<file path="src/rtl/alu_arith_arbiter.sv">
// alu_arith_arbiter
// Round-robin arbiter in front of one shared add/sub datapath.
// Requesters use a valid/ready handshake to submit A, B and op. The winner
// is granted for one cycle, its operands are latched, the result is
// computed, and the result is held on a registered response until the
// owner accepts it.
// Optional statistics outputs (grant_cnt, stall_cnt) are built only when
// the macro ALU_ARB_STATS_EN is defined.

module alu_arith_arbiter #(
    parameter int BITS = 32,
    parameter int NREQ = 4,
    parameter int IDXW = $clog2(NREQ)
) (
    input  logic                 clk,
    input  logic                 rst_n,
    input  logic [NREQ-1:0]      req_valid,
    output logic [NREQ-1:0]      req_ready,
    input  logic [NREQ*BITS-1:0] req_a,
    input  logic [NREQ*BITS-1:0] req_b,
    input  logic [NREQ-1:0]      req_op,
    output logic [NREQ-1:0]      rsp_valid,
    input  logic [NREQ-1:0]      rsp_ready,
    output logic [BITS-1:0]      rsp_y,
    output logic                 rsp_cb,
    output logic                 busy
`ifdef ALU_ARB_STATS_EN
    ,
    output logic [NREQ*16-1:0]   grant_cnt,
    output logic [15:0]          stall_cnt
`endif
);

    typedef enum logic [1:0] {
        IDLE  = 2'd0,
        GRANT = 2'd1,
        EXEC  = 2'd2,
        RESP  = 2'd3
    } state_t;

    state_t            state_q;
    state_t            state_d;

    logic [IDXW-1:0]   rr_ptr;
    logic [IDXW-1:0]   owner_p0;
    logic [NREQ-1:0]   owner_oh;

    logic [IDXW-1:0]   pick_idx;
    logic [IDXW-1:0]   cand;
    logic              any_valid;
    logic              rsp_accept;

    logic [BITS-1:0]   sel_a;
    logic [BITS-1:0]   sel_b;
    logic              sel_op;

    logic [BITS-1:0]   a_p1;
    logic [BITS-1:0]   b_p1;
    logic              op_p1;
    logic [BITS:0]     sum_p1;

    // The shared datapath: the bit above the result is the carry-out for an
    // add and the borrow for a subtract (a (BITS+1)-bit A-B goes negative
    // exactly when A < B unsigned).
    function automatic logic [BITS:0] addsub(input logic [BITS-1:0] a,
                                             input logic [BITS-1:0] b,
                                             input logic            sub);
        logic [BITS:0] r;
        if (sub) begin
            r = {1'b0, a} - {1'b0, b};
        end else begin
            r = {1'b0, a} + {1'b0, b};
        end
        return r;
    endfunction

    // Next index after the owner, wrapping for any NREQ (not only powers of two).
    function automatic logic [IDXW-1:0] next_idx(input logic [IDXW-1:0] idx);
        logic [IDXW-1:0] n;
        if (idx == IDXW'(NREQ - 1)) begin
            n = '0;
        end else begin
            n = idx + IDXW'(1);
        end
        return n;
    endfunction

    assign any_valid  = |req_valid;
    assign owner_oh   = NREQ'(1) << owner_p0;
    assign rsp_accept = |(rsp_ready & owner_oh);

    // Round-robin pick: scan from rr_ptr downward in priority so the
    // closest valid requester at or after rr_ptr is the last one written.
    always_comb begin
        pick_idx = rr_ptr;
        cand     = '0;
        for (int k = NREQ - 1; k >= 0; k--) begin
            cand = IDXW'((int'(rr_ptr) + k) % NREQ);
            if (req_valid[cand]) begin
                pick_idx = cand;
            end
        end
    end

    // Operand mux for the registered owner.
    always_comb begin
        sel_a  = '0;
        sel_b  = '0;
        sel_op = 1'b0;
        for (int i = 0; i < NREQ; i++) begin
            if (owner_p0 == IDXW'(i)) begin
                sel_a  = req_a[i*BITS +: BITS];
                sel_b  = req_b[i*BITS +: BITS];
                sel_op = req_op[i];
            end
        end
    end

    assign sum_p1 = addsub(a_p1, b_p1, op_p1);

    // FSM state register; reset aborts any operation in flight.
    always_ff @(posedge clk or negedge rst_n) begin
        if (!rst_n) begin
            state_q <= IDLE;
        end else begin
            state_q <= state_d;
        end
    end

    // FSM next-state: fixed walk through GRANT and EXEC, wait in RESP for the owner.
    always_comb begin
        state_d = state_q;
        case (state_q)
            IDLE:    if (any_valid) state_d = GRANT;
            GRANT:   state_d = EXEC;
            EXEC:    state_d = RESP;
            RESP:    if (rsp_accept) state_d = IDLE;
            default: state_d = IDLE;
        endcase
    end

    // Handshake outputs are decoded from state so reset clears them at once.
    always_comb begin
        req_ready = '0;
        rsp_valid = '0;
        busy      = (state_q != IDLE);
        if (state_q == GRANT) req_ready = owner_oh;
        if (state_q == RESP)  rsp_valid = owner_oh;
    end

    // Arbitration: capture the winner in IDLE, advance the pointer on response accept.
    always_ff @(posedge clk or negedge rst_n) begin
        if (!rst_n) begin
            owner_p0 <= '0;
            rr_ptr   <= '0;
        end else begin
            if (state_q == IDLE && any_valid) begin
                owner_p0 <= pick_idx;
            end
            if (state_q == RESP && rsp_accept) begin
                rr_ptr <= next_idx(owner_p0);
            end
        end
    end

    // GRANT -> EXEC boundary: latch the owner's operands.
    always_ff @(posedge clk or negedge rst_n) begin
        if (!rst_n) begin
            a_p1  <= '0;
            b_p1  <= '0;
            op_p1 <= 1'b0;
        end else if (state_q == GRANT) begin
            a_p1  <= sel_a;
            b_p1  <= sel_b;
            op_p1 <= sel_op;
        end
    end

    // EXEC -> RESP boundary: register the result; it holds through backpressure.
    always_ff @(posedge clk or negedge rst_n) begin
        if (!rst_n) begin
            rsp_y  <= '0;
            rsp_cb <= 1'b0;
        end else if (state_q == EXEC) begin
            rsp_y  <= sum_p1[BITS-1:0];
            rsp_cb <= sum_p1[BITS];
        end
    end

`ifdef ALU_ARB_STATS_EN
    logic [15:0] gcnt [NREQ];
    logic        stall_now;

    assign stall_now = any_valid && (state_q != IDLE);

    // Saturating per-requester grant counters, bumped once per GRANT cycle.
    always_ff @(posedge clk or negedge rst_n) begin
        if (!rst_n) begin
            for (int i = 0; i < NREQ; i++) begin
                gcnt[i] <= '0;
            end
        end else begin
            for (int i = 0; i < NREQ; i++) begin
                if (state_q == GRANT && owner_p0 == IDXW'(i) && gcnt[i] != 16'hFFFF) begin
                    gcnt[i] <= gcnt[i] + 16'd1;
                end
            end
        end
    end

    // Saturating count of cycles where a request waits because the block is busy.
    always_ff @(posedge clk or negedge rst_n) begin
        if (!rst_n) begin
            stall_cnt <= '0;
        end else if (stall_now && stall_cnt != 16'hFFFF) begin
            stall_cnt <= stall_cnt + 16'd1;
        end
    end

    // Pack the counters onto the flat output bus.
    always_comb begin
        grant_cnt = '0;
        for (int i = 0; i < NREQ; i++) begin
            grant_cnt[i*16 +: 16] = gcnt[i];
        end
    end
`endif

endmodule
</file>
<file path="config.mk">
export PLATFORM = sky130hd
export DESIGN_NAME = alu_arith_arbiter
export DESIGN_NICKNAME = d
export VERILOG_FILES = /design/src/rtl/alu_arith_arbiter.sv
export SDC_FILE = /design/constraint.sdc
export NUM_CORES = 1
export LEC_CHECK = 0
export ABC_AREA = 1
export CORE_MARGIN = 3
export CORE_UTILIZATION = 34
export CTS_CLUSTER_SIZE = 28
export DETAILED_ROUTE_END_ITERATION = 10
export PLACE_DENSITY_LB_ADDON = 0.15
export SYNTH_ARGS = -nofsm -noshare
export SYNTH_HDL_FRONTEND = slang
export SYNTH_SLANG_ARGS = --single-unit
</file>
<file path="constraint.sdc">
create_clock -name clk -period 2.75 [get_ports clk]
set_input_delay 0.4125 -clock clk [delete_from_list [all_inputs] [get_ports clk]]
set_output_delay 0.4125 -clock clk [all_outputs]
set_load 0.02 [all_outputs]
</file>
After elaboration in Yosys (flattened, before gate mapping)
Cells that the tools add are included.
{ "word_totals": {"reg_bits": 104, "latchBits": 0, "mem_bits_rw": 0, "mem_bits_ro": 0, "input_bits": 270, "output_inout_bits": 42, "word_cells": 67, "mem_count": 0} }
{ "op_classes": {"add_sub_neg": 6, "mul": 0, "div_mod_pow": 0, "magnitude_cmp": 4, "n_eq_ne": 8, "shifts": 1, "muxes": 31, "n_bitwise": 1, "reduce_logical": 8} }
{ "ops": {"columns": ["cell", "count"], "rows": [
  ["32-bit 2-to-1 mux", 8],
  ["32-bit by 32-bit adder with 33-bit output", 1],
  ["33-bit 2-to-1 mux", 1],
  ["32-bit by 32-bit subtractor with 33-bit output", 1],
  ["2-bit 2-to-1 mux", 7],
  ["2-bit by 3-bit less-than comparator with 1-bit output, second input constant", 4],
  ["1-bit binary-select mux with 2-bit select", 4],
  ["2-bit == test, second input constant", 4],
  ["1-bit 2-to-1 mux", 8],
  ["4-bit 2-to-1 mux", 2],
  ["2-bit case mux with 4 select lines", 1],
  ["4-bit OR reduction", 2],
  ["2-bit by 1-bit adder with 2-bit output, second input constant", 2],
  ["2-bit adder, second input constant", 2],
  ["4-bit AND", 1],
  ["2-bit by 1-bit == test with 1-bit output, second input constant", 2],
  ["2-bit zero test", 2],
  ["2-bit inequality test, second input constant", 2],
  ["1-bit by 2-bit << shifter with 4-bit output, first input constant", 1],
  ["1-bit logical AND", 2],
  ["2-bit AND reduction", 1],
  ["2-bit nonzero test", 1]
]} }

Longest topological paths before layout
{ "depth": {"depth_word": 7, "ltp_mapped": 22, "ltp_nobuf": 22} }

Least setup slack after synthesis
Ideal clock, no wire load.
{ "synth_timing": {"path_type": "register -> register", "startpoint": "register b_p1[0]", "endpoint": "register rsp_y[27]", "setup_time_ns": 0.118, "arrival_time_ns": 2.509, "required_time_ns": 2.632, "path_slack_ns": 0.123, "stages_incl_launch_ff": 21, "path_buffers": 0, "path_cell_list": "dfrtp_1 inv_2 ha_1 nand3_4 nor2_4 nand2_4 nor2_8 nand2_2 nand2_2 o21ai_1 xor2_1 ha_1 nand2_1 nor2_1 inv_1 nor3_1 nand2_1 nand2_1 nand2_1 nand3_1 nand2_1"} }
{ "synth_via": {"elab_chain_len": 2, "elab_cells_between_ends": 3, "cone_classes": "2 x add/sub; 1 x mux"} }
{ "synth_lines": {"columns": ["element", "line", "text"], "rows": [
  ["start: declaration", "58", "logic [BITS-1:0] b_p1;"],
  ["start signal: assignment", "174", "b_p1 <= sel_b;"],
  ["32-bit by 32-bit adder with 33-bit output / 32-bit by 32-bit subtractor with 33-bit output (equally long branches)", "72, 70", null],
  ["33-bit 2-to-1 mux (*)", "69", "if (sub) begin"],
  ["end signal: assignment", "185", "rsp_y <= sum_p1[BITS-1:0];"],
  ["end: declaration", "24", "output logic [BITS-1:0] rsp_y,"]
]} }
Mark *: on every way between the ends. The rest lies on a longest branch, timed or not.
A chain may end at the register's enable or synchronous reset.

Final worst setup path
{ "layout_timing": {"startpoint": "register b_p1[0]", "endpoint": "register rsp_cb"} }
{ "layout_via": {"elab_chain_len": 2, "elab_cells_between_ends": 3, "cone_classes": "2 x add/sub; 1 x mux"} }
{ "layout_lines": {"columns": ["element", "line", "text"], "rows": [
  ["32-bit by 32-bit adder with 33-bit output / 32-bit by 32-bit subtractor with 33-bit output (equally long branches)", "72, 70", null],
  ["33-bit 2-to-1 mux (*)", "69", null],
  ["end signal: assignment", "186", "rsp_cb <= sum_p1[BITS];"],
  ["end: declaration", "25", "output logic rsp_cb,"]
]} }
Marks and branches as above.

==> reports/results.tsv <==
stage	metric	value	unit
critical_path	classification of the worst setup path	register to register	
yosys	Adder-Cell Fraction of Synth Area	0.05732	
yosys	cell count after synthesis	1406	
yosys	synth warn	0	
clock_tree	Hold Buf Count CTS	0	
clock_tree	Clock Path Buffers	2	
layout	Final Net Count	2064	
sta	Final Cycle Share	1.013	
floorplan	die area	0.02937	mm2
sta	Final WS setup	-0.03504	ns
layout	Fill cells	2544	
routing	1st-iter DRT viols	633	
critical_path	worst endpoint required time	3.00	ns
clock_tree	Worst-Skew Late Latency	0.36	ns
global_routing	grt total ovfl	0	
power	Reg power frac	0.148	
sta	f_max	359.1	MHz
yosys	ys flop type	dfrtp_1	
power	Psw	10.40	mW
routing	via count	10610	
global_routing	number of global-route vias before repair	10310	
placement	setup slack at placement	-0.1131	ns
power	PnR Total Power	20.09	mW
clock_tree	CTS tree	yes	
power	Pwr Density	1402	mW/mm2
clock_tree	CTS root buf	clkbuf_16	
routing	antenna-violating nets left	0	
clock_tree	register clock-pin slew on the reported worst setup and hold paths	0.08	ns
placement	GP Congestion	0.9372	
critical_path	Arr. time, crit path	3.03	ns
clock_tree	Num CTS Buffers	9	
sta	fin. max-slew vios	0	
layout	n_diodes	0	
routing	final wirelength	36650	um
yosys	Seq cells post-synth	104	
sta	Clock Skew	0.01352	ns
layout	share of layout cells above drive strength 1	0.1776	
critical_path	Startpoint Class	register	
yosys	mux share of post-synthesis cell area	0	
routing	routed len/inst	17.52	um
power	clock share of power	0.064	
layout	synth-to-layout area growth	54.08	%
yosys	Avg Inst Size Synth	6.614	um2
floorplan	# IOs	312	
yosys	Mapped Nets	1718	
floorplan	Die Wd	171.4	um
yosys	Synth Cell Area	0.009299	mm2
critical_path	Critical R2R Launch	b_p1[0]$_DFFE_PN0P_	
floorplan	# rows	59	
yosys	XOR/XNOR Fraction of Synth Area	0.03767	
layout	fin area	0.01433	mm2
sta	unrepaired setup endpoints after global routing	true	
critical_path	worst reg2reg path depth	19	
yosys	Distinct cells, synth	43	
sta	Fin Hold WS	0.04485	ns
critical_path	Critical Path End Type	register	
power	sw frac	0.5179	
power	internal power	9.687	mW
sta	post-route setup TNS	-0.04861	ns
placement	Placed Area	0.01320	mm2
sta	setup violators final	4	
floorplan	Initial Util	0.3509	
yosys	Post-synth ARST share	1.000	
sta	Hold Fails Final Rpt	0	
placement	dpl cells	2062	
global_routing	all-layer global routing usage	0.2421	
yosys	sequential area share after synthesis	0.2799	
routing	vias per std cell	5.069	
routing	TritonRoute pass-1 iters	7	
layout	Finished Layout Cells	2092	
hold_path	worst min path class	primary input to async pin	
yosys	Synth Area in Simple Gates	0.2898	
placement	# port buffers	311	
sta	Relative slew margins	0.3940	
power	Max VDD drop	0.7388	mV
yosys	largest family of logic cells by synthesized area	simple AND/OR/NAND/NOR gates	
yosys	fraction of the mapped netlist area in compound gates	0.2158	
critical_path	largest fanout on the critical path	6	
clock_tree	H-tree Lvls	3	
routing	drc violations	0	
floorplan	die span in y	171.4	um
sta	Final Critical Period	2.785	ns
critical_path	FF-to-FF End	rsp_cb$_DFFE_PN0P_	
critical_path	r2r setup slk	-0.04	ns
placement	HPWL after DPL	28870	um
run_status	status	finished with violations	
run_status	failing checks	negative setup slack	
run	Max-Cap Viols	0	
global_routing	first-pass GRT wire length	55860	um
sta	Worst-Margin Slew	0.9090	ns
floorplan	Core Area	0.02650	mm2
global_routing	initial antenna violation count	1	
layout	final core occ	0.5406	
power	Comb pwr share	0.787	
power	leakage	6.667	nW
clock_tree	Sink Count	104	
yosys	Post-synth EDFFs	0	
global_routing	largest net degree at the start of global routing	66	
-- final cells by class --
type                            count  area, um2  area share
Multi-Input combinational cell   1023       6329      0.4417
Timing Repair Buffer              406       3918      0.2734
Sequential cell                   104       2604      0.1817
Inverter                          208      780.7     0.05449
Tap cell                          335      419.2     0.02926
Clock buffer                       10      229.0     0.01598
Clock inverter                      6      48.80    0.003406
-- state kept, by name (all words and copies together), names as in the netlist --
signal / cells
a_p1: 32
rr_ptr: 2
op_p1: 1
rsp_cb: 1
state_q: 2
b_p1: 32
owner_p0: 2
rsp_y: 32
-- cell usage after synthesis (2+ instances only) --
library cell	instances	share of area
a21oi_1	157	0.084
a221o_1	65	0.070
and2_1	3	0.0020
buf_1	2	0.00081
buf_2	31	0.017
buf_4	4	0.0032
clkbuf_1	31	0.013
clkbuf_2	2	0.0011
dfrtp_1	104	0.28
ha_1	41	0.055
inv_1	198	0.080
inv_2	10	0.0040
nand2_1	363	0.15
nand2_2	10	0.0067
nand3_1	119	0.064
nand3_2	3	0.0032
nand3_4	3	0.0057
nand3b_1	7	0.0057
nand4_1	5	0.0034
nor2_1	71	0.029
nor2_2	9	0.0061
nor2_4	4	0.0048
nor3_1	8	0.0043
o21ai_0	71	0.038
o21ai_1	28	0.015
o21ai_2	2	0.0019
xnor2_1	14	0.013
xor2_1	26	0.024
-- routing by layer --
metal	share of wire	routed length (um)	track usage
met2	0.47	17310	0.4032
met4	0.021	772	0.05668
met1	0.45	16560	0.3301
met5	0.00019	7	0
met3	0.054	1995	0.04045
-- how the worst max path moves through the flow --
stage	from	endpoint	slack [ns]	depth (start not counted)
3_5_place_dp	b_p1[0]$_DFFE_PN0P_	rsp_y[31]$_DFFE_PN0P_	-0.11	19
3_3_place_gp	b_p1[0]$_DFFE_PN0P_	rsp_y[31]$_DFFE_PN0P_	-0.07	19
6_report	b_p1[0]$_DFFE_PN0P_	rsp_cb$_DFFE_PN0P_	-0.04	19
5_1_grt	b_p1[1]$_DFFE_PN0P_	rsp_y[29]$_DFFE_PN0P_	-0.27	22
2_1_floorplan	b_p1[0]$_DFFE_PN0P_	rsp_y[27]$_DFFE_PN0P_	0.12	20
4_1_cts	b_p1[0]$_DFFE_PN0P_	rsp_y[31]$_DFFE_PN0P_	-0.02	23
-- cell usage in the layout (no fill, tap or decap), types with 20 or more instances in the layout --
| master | Yosys | final |
|---|---|---|
| a221o_1 | 65 | 65 |
| nor2_2 | 9 | 21 |
| buf_4 | 4 | 85 |
| nand2_2 | 10 | 57 |
| inv_2 | 10 | 22 |
| ha_4 | 0 | 20 |
| dfrtp_1 | 104 | 103 |
| inv_1 | 198 | 186 |
| o21ai_1 | 28 | 29 |
| o21ai_0 | 71 | 66 |
| xor2_1 | 26 | 20 |
| nand2_1 | 363 | 306 |
| nor2_1 | 71 | 49 |
| clkdlybuf4s50_1 | 0 | 310 |
| a21oi_1 | 157 | 144 |
| nand3_1 | 119 | 117 |
-- critical path, cell delays in order, from the launching register on --
cell and delay, ns:
dfrtp_1 0.39, inv_2 0.09, buf_4 0.12, nand3_4 0.08, nor2_4 0.11, nand2_4 0.08, nor2_4 0.19, nand4_1 0.15
nand2_2 0.14, xor2_1 0.19, ha_2 0.35, nand2_2 0.11, nor2_2 0.06, buf_4 0.13, nand2_1 0.06, nand2_1 0.07
a21oi_2 0.14, nand3_1 0.09, nand3_1 0.09, nand2_1 0.05
-- power groups by stage --
stage | registers (mW) | logic [mW] | clock network, mW
5_1_grt | 3.07 | 17.5 | 1.38
3_3_place_gp | 2.92 | 13.3 | 0
6_report | 2.98 | 15.8 | 1.29
3_5_place_dp | 2.93 | 13.4 | 0
4_1_cts | 2.93 | 13.9 | 1.33
2_1_floorplan | 3.04 | 8.56 | 0
-- kinds of logic after synthesis --
kind of cell	Yosys count
AO/OA/AOI/OAI	330
XOR/XNOR	40
adder cells (fa/ha/maj)	42
buffers and inverters	279
flip-flops	104
AND/OR/NAND/NOR	611
-- repair_timing --
action / in CTS / in global routing
setup endpoints to repair: 19 / 24
gates resized for setup: 38 / 153
setup buffers: 4 / 10
pin swaps: 10 / 35
Note: power is estimated with default switching activity, not from simulation.
